===== src/rtl/demux1_to_4_stream_pkg.sv =====
// Shared definitions for the 1-to-4 stream demultiplexer: lane count, select type
// and select decode.
package demux_pkg;

    localparam int unsigned LANES = 4;

    typedef logic [1:0] lane_sel_t;

    function automatic logic [LANES-1:0] sel_to_onehot(lane_sel_t sel);
        logic [LANES-1:0] onehot;
        onehot      = '0;
        onehot[sel] = 1'b1;
        return onehot;
    endfunction

endpackage


===== src/rtl/demux1_to_4_stream_if.sv =====
// Stream bundle between one producer, the demux and four lane consumers.
// Lane k data and count sit at [k*WIDTH +: WIDTH] and [k*CNT_W +: CNT_W].
interface demux1_to_4_stream_if #(
    parameter int unsigned WIDTH = 8,
    parameter int unsigned CNT_W = 8
) ();
    import demux_pkg::*;

    logic [WIDTH-1:0]       in_data;
    logic                   s1;
    logic                   s0;
    logic                   in_valid;
    logic                   in_ready;
    logic [LANES*WIDTH-1:0] out_data;
    logic [LANES-1:0]       out_valid;
    logic [LANES-1:0]       out_ready;
    logic [LANES*CNT_W-1:0] beat_cnt;

    modport master (
        output in_data, s1, s0, in_valid, out_ready,
        input  in_ready, out_data, out_valid, beat_cnt
    );

    modport slave (
        input  in_data, s1, s0, in_valid, out_ready,
        output in_ready, out_data, out_valid, beat_cnt
    );

endinterface


===== src/rtl/demux1_to_4_stream_lane.sv =====
// One output lane: a single registered holding slot with valid/ready handshake
// and a saturating count of accepted beats.
module demux_lane #(
    parameter int unsigned WIDTH = 8,
    parameter int unsigned CNT_W = 8
) (
    input  logic             clock,
    input  logic             reset_n,
    input  logic             wr_en,
    input  logic [WIDTH-1:0] wr_data,
    input  logic             rd_ready,
    output logic             valid,
    output logic [WIDTH-1:0] data,
    output logic [CNT_W-1:0] cnt,
    output logic             can_take
);

    logic             valid_q, valid_d;
    logic [WIDTH-1:0] data_q,  data_d;
    logic [CNT_W-1:0] cnt_q,   cnt_d;

    always_comb begin
        valid_d = valid_q;
        data_d  = data_q;
        cnt_d   = cnt_q;
        if (valid_q && rd_ready) begin
            valid_d = 1'b0;
        end
        // A write in the same cycle as a drain replaces the slot contents.
        if (wr_en) begin
            valid_d = 1'b1;
            data_d  = wr_data;
            if (cnt_q != '1) begin
                cnt_d = cnt_q + CNT_W'(1);
            end
        end
    end

    always_ff @(posedge clock) begin
        if (!reset_n) begin
            valid_q <= 1'b0;
            data_q  <= '0;
            cnt_q   <= '0;
        end else begin
            valid_q <= valid_d;
            data_q  <= data_d;
            cnt_q   <= cnt_d;
        end
    end

    assign valid    = valid_q;
    assign data     = data_q;
    assign cnt      = cnt_q;
    assign can_take = !valid_q || rd_ready;

endmodule


===== src/rtl/demux1_to_4_stream.sv =====
// Routes one input stream to one of four registered lanes chosen by {s1,s0};
// input readiness follows only the selected lane.
module demux1_to_4_stream
    import demux_pkg::*;
#(
    parameter int unsigned WIDTH = 8,
    parameter int unsigned CNT_W = 8
) (
    input logic                  clock,
    input logic                  reset_n,
    demux1_to_4_stream_if.slave  bus
);

    lane_sel_t        sel;
    logic [LANES-1:0] onehot;
    logic             in_ready;
    logic             accept;
    logic             wr_en      [LANES];
    logic             can_take   [LANES];
    logic             lane_valid [LANES];
    logic [WIDTH-1:0] lane_data  [LANES];
    logic [CNT_W-1:0] lane_cnt   [LANES];

    always_comb begin
        sel          = lane_sel_t'({bus.s1, bus.s0});
        onehot       = sel_to_onehot(sel);
        in_ready     = can_take[sel];
        accept       = bus.in_valid && in_ready;
        bus.in_ready = in_ready;
        for (int unsigned k = 0; k < LANES; k++) begin
            wr_en[k] = accept && onehot[k];
        end
    end

    always_comb begin
        bus.out_valid = '0;
        bus.out_data  = '0;
        bus.beat_cnt  = '0;
        for (int unsigned k = 0; k < LANES; k++) begin
            bus.out_valid[k]                = lane_valid[k];
            bus.out_data[k*WIDTH +: WIDTH]  = lane_data[k];
            bus.beat_cnt[k*CNT_W +: CNT_W]  = lane_cnt[k];
        end
    end

    for (genvar k = 0; k < LANES; k++) begin : g_lane
        demux_lane #(
            .WIDTH (WIDTH),
            .CNT_W (CNT_W)
        ) u_lane (
            .clock    (clock),
            .reset_n  (reset_n),
            .wr_en    (wr_en[k]),
            .wr_data  (bus.in_data),
            .rd_ready (bus.out_ready[k]),
            .valid    (lane_valid[k]),
            .data     (lane_data[k]),
            .cnt      (lane_cnt[k]),
            .can_take (can_take[k])
        );
    end

endmodule


===== src/flat_wrapper.sv =====
// flat-port wrapper written by rule: the top's interface ports become plain ports
module demux1_to_4_stream_flat import demux_pkg::*;
#(
    parameter int unsigned WIDTH = 8,
    parameter int unsigned CNT_W = 8
)
  (clock, reset_n, bus_in_data, bus_s1, bus_s0, bus_in_valid, bus_out_ready, bus_in_ready, bus_out_data, bus_out_valid, bus_beat_cnt);
  demux1_to_4_stream_if #(.WIDTH(WIDTH), .CNT_W(CNT_W)) bus_i ();
  input logic clock;
  input logic reset_n;
  input wire logic [$bits(bus_i.in_data)-1:0] bus_in_data;
  input wire logic [$bits(bus_i.s1)-1:0] bus_s1;
  input wire logic [$bits(bus_i.s0)-1:0] bus_s0;
  input wire logic [$bits(bus_i.in_valid)-1:0] bus_in_valid;
  input wire logic [$bits(bus_i.out_ready)-1:0] bus_out_ready;
  output wire logic [$bits(bus_i.in_ready)-1:0] bus_in_ready;
  output wire logic [$bits(bus_i.out_data)-1:0] bus_out_data;
  output wire logic [$bits(bus_i.out_valid)-1:0] bus_out_valid;
  output wire logic [$bits(bus_i.beat_cnt)-1:0] bus_beat_cnt;
  assign bus_i.in_data = bus_in_data;
  assign bus_i.s1 = bus_s1;
  assign bus_i.s0 = bus_s0;
  assign bus_i.in_valid = bus_in_valid;
  assign bus_i.out_ready = bus_out_ready;
  assign bus_in_ready = bus_i.in_ready;
  assign bus_out_data = bus_i.out_data;
  assign bus_out_valid = bus_i.out_valid;
  assign bus_beat_cnt = bus_i.beat_cnt;
  demux1_to_4_stream #(.WIDTH(WIDTH), .CNT_W(CNT_W)) u_core (.clock(clock), .reset_n(reset_n), .bus(bus_i));
endmodule

===== config.mk =====
export PLATFORM = sky130hd
export DESIGN_NAME = demux1_to_4_stream_flat
export DESIGN_NICKNAME = d
export VERILOG_FILES = /design/src/rtl/demux1_to_4_stream_pkg.sv /design/src/rtl/demux1_to_4_stream_if.sv /design/src/rtl/demux1_to_4_stream_lane.sv /design/src/rtl/demux1_to_4_stream.sv /design/src/flat_wrapper.sv
export SDC_FILE = /design/constraint.sdc
export NUM_CORES = 1
export LEC_CHECK = 0
export ABC_AREA = 1
export ABC_CLOCK_PERIOD_IN_PS = 2550
export CORE_ASPECT_RATIO = 1.4
export CORE_MARGIN = 8
export CORE_UTILIZATION = 25
export DETAILED_ROUTE_END_ITERATION = 10
export RECOVER_POWER = 100
export SLEW_MARGIN = 20
export SYNTH_ARGS = -nofsm -noshare
export SYNTH_HDL_FRONTEND = slang
export SYNTH_SLANG_ARGS = --single-unit

===== constraint.sdc =====
create_clock -name clock -period 2.55 [get_ports clock]
set_input_delay 0.51 -clock clock [delete_from_list [all_inputs] [get_ports clock]]
set_output_delay 0.51 -clock clock [all_outputs]
set_load 0.02 [all_outputs]

==> results.tsv <==
stage	metric	value	unit
outcome	run_status	completed	
global_route	grt_pass1_vias	2950	
sta	finalClockSkew	0.007392	ns
synthesis	synth_area	3105	um2
power	vdd_drop_max	245.7	uV
synthesis	ys_warn_count	0	
power	total_power	2.490	mW
floorplan	die_height	147.9	um
synthesis	synth_top_family_by_area	simple AND/OR/NAND/NOR gates	
synthesis	synth_area_per_cell	7.273	um2
worst_setup_path	worstPathRequired	2.04	ns
synthesis	synth_seq_area_share	0.4384	
cts	cts.path.max_buffers	2	
synthesis	synth-edff-count	0	
sta	rsz0062_at_grt	no	
sta	relSlewSlack	0.6216	
synthesis	synth_cells	427	
sta	tightest_slew	0.5655	ns
worst_setup_path	cp-end-kind	primary output	
global_route	grt_usage	0.1218	
cts	ctsResizeCount	1	
worst_setup_path	reg2reg_depth	7	
worst_setup_path	startpoint	bus_s1	
detailed_routing	drtIter0Drc	120	
cells_and_area	drive_above_1_share	0.06981	
place	post-place-ws	-0.04287	ns
cells_and_area	finalNetCount	546	
worst_setup_path	rrSetupSlack	0.72	ns
worst_setup_path	crit_type	in -> out	
synthesis	synth_cell_types	29	
detailed_routing	wl_per_cell	14.10	um
cts	hold_buffers	0	
cts	clockRootBuffer	clkbuf_16	
floorplan	fp.dieW	110.2	um
sta	final_hold_viol_count	0	
place	dpl.hpwl	7.316	mm
worst_setup_path	crit_chain	clkdlybuf4s50_1 > nor2_1 > nand2_1 > nand2_1 > nor2_1 > dlygate4sd2_1	
cells_and_area	antenna_cells	0	
sta	period_minus_slack	2.321	ns
power	power_density	567.7	nW/um2
min_path	min_from	u_core.g_lane[1].u_lane.data[2]	
cts	clk_latency	0.33	ns
sta	finalCritPeriodShare	0.9102	
sta	max_freq	0.4309	GHz
worst_setup_path	r2r-end	u_core.g_lane[2].u_lane.cnt[5]	
floorplan	rows	48	
synthesis	synthArstFlopShare	0	
worst_setup_path	crit_fanout	5	
min_path	hp-class	reg -> reg	
sta	setup_slack	0.2291	ns
detailed_routing	firstDrtPassIters	4	
cts	cts.htree.levels	3	
floorplan	dieArea	16300	um2
flow_run	cap_violations	0	
detailed_routing	vias_per_cell	4.454	
min_path	min_to	u_core.g_lane[1].u_lane.data[2]	
cts	numCtsBuffers	9	
sta	setup_viol	0	
place	port_buffers	85	
detailed_routing	vias	3029	
detailed_routing	routed_wl	9.588	mm
worst_setup_path	arrival	1.81	ns
floorplan	core_area	12250	um2
cts	clkSinkCount	68	
synthesis	synthMuxAreaShare	0	
sta	holdWs	0.4653	ns
synthesis	synth_xor_area_frac	0.04795	
cells_and_area	area_growth	41.26	%
power	leakage	1.910	nW
cts	path_clk_slew	0.05	ns
worst_setup_path	rr_startpoint	u_core.g_lane[2].u_lane.cnt[0]	
cts	post_cts_buffers	0	
global_route	antenna_found_initial	0	
synthesis	synth_compound_area_frac	0.1048	
min_path	min_path_cells	2	
cells_and_area	mostFrequentLayoutCells	nand2_1 (111), dlygate4sd3_1 (68), dfxtp_1 (68)	
synthesis	synth_simple_gate_area_frac	0.3235	
synthesis	syn_nets	448	
global_route	grt_pass1_wl	15.37	mm
synthesis	ys_ff_latch	68	
worst_setup_path	startpoint_type	input port	
global_route	grt_overflow	0	
floorplan	io_pins	86	
global_route	grt_max_degree	28	
detailed_routing	drtAntennaViolNets	0	
detailed_routing	drcViolationCount	0	
worst_setup_path	critPathMaxStageDelay	0.56	ns
synthesis	ys.flop_type	dfxtp_1	
cts	cts_tree	done	
place	gp_congestion	0.8110	
cells_and_area	layout_commonest_cell	nand2_1	
sta	finalMaxSlewViolations	0	
worst_setup_path	slowest_stage	clkdlybuf4s50_1	
floorplan	initial_core_util	0.2535	
synthesis	synth_fa_ha_area_frac	0.01612	
[worst max-delay path: cells and delay by family]
kind / cells / cell delay [ns]
buf+inv: 2 / 0.92
simple gates: 4 / 0.37
[stage by stage]
| step | area [um2] | utilization | TNS, ns | instances |
|---|---|---|---|---|
| after floorplan | 3105 | - | 0 | 427 |
| after global placement | 4180 | 0.3412 | -0.03945 | 664 |
| after detailed placement | 4180 | 0.3412 | -0.04287 | 664 |
| after CTS | 4449 | 0.3632 | 0 | 680 |
| after global routing | 4387 | 0.3580 | 0 | 680 |
| final | 4387 | 0.3580 | 0 | 680 |
[synth_stat cells, types with 2 or more instances]
master	count	share of area
buf_6	2	0.0073
a21oi_1	43	0.069
nor3_1	2	0.0032
o21a_1	2	0.0048
dfxtp_1	68	0.44
nand3_1	26	0.042
buf_4	5	0.012
nor2_2	3	0.0060
xor2_1	15	0.042
clkinv_1	2	0.0024
clkbuf_1	6	0.0073
nor2_8	2	0.013
nor3b_1	2	0.0048
ha_1	4	0.016
o21ai_0	4	0.0064
inv_1	24	0.029
o21ai_1	15	0.024
nand4_1	10	0.020
nand2_1	111	0.13
nor2_1	65	0.079
inv_2	7	0.0085
xnor2_1	2	0.0056
[power by group]
group | switching, mW | internal [mW] | leakage (nW)
combinational | 0.148 | 0.100 | 1.23
sequential | 0.0212 | 1.09 | 0.552
clock | 0.473 | 0.656 | 0.124
[how the worst max path moves through the flow]
stage | end
after detailed placement | bus_in_ready
final | bus_in_ready
after global placement | bus_in_ready
after CTS | bus_in_ready
after floorplan | u_core.g_lane[2].u_lane.cnt[6]
after global routing | bus_in_ready
[layer usage]
layer | GRT usage | share of wire | vias up
met5 | 0 | 0 | -
met4 | 0.04816 | 0.015 | 0
met3 | 0.03181 | 0.054 | 9
met1 | 0.1339 | 0.41 | 1376
met2 | 0.2138 | 0.52 | 78
li1 | - | - | 1566
[sequential cells by signal, indices dropped and copies added (netlist names)]
| register | count |
|---|---|
| u_core.g_lane.u_lane.cnt | 32 |
| u_core.g_lane.u_lane.data | 32 |
| u_core.g_lane.u_lane.valid | 4 |
[cells by family after synthesis]
| family | count (synthesis) |
|---|---|
| buf+inv | 48 |
| fa+ha+maj | 4 |
| xor+xnor | 17 |
| compound gates | 64 |
| simple gates | 226 |
| flops | 68 |
[cell type report]
class / instances / area [um2]
clock buffer: 10 / 229.0
inverter: 33 / 123.9
sequential: 68 / 1361
fill: 1317 / 7865
tap: 150 / 187.7
timing repair buffer: 102 / 962.2
clock inverter: 6 / 41.29
multi-input combinational: 311 / 1481
(Power assumes the default switching activity.)
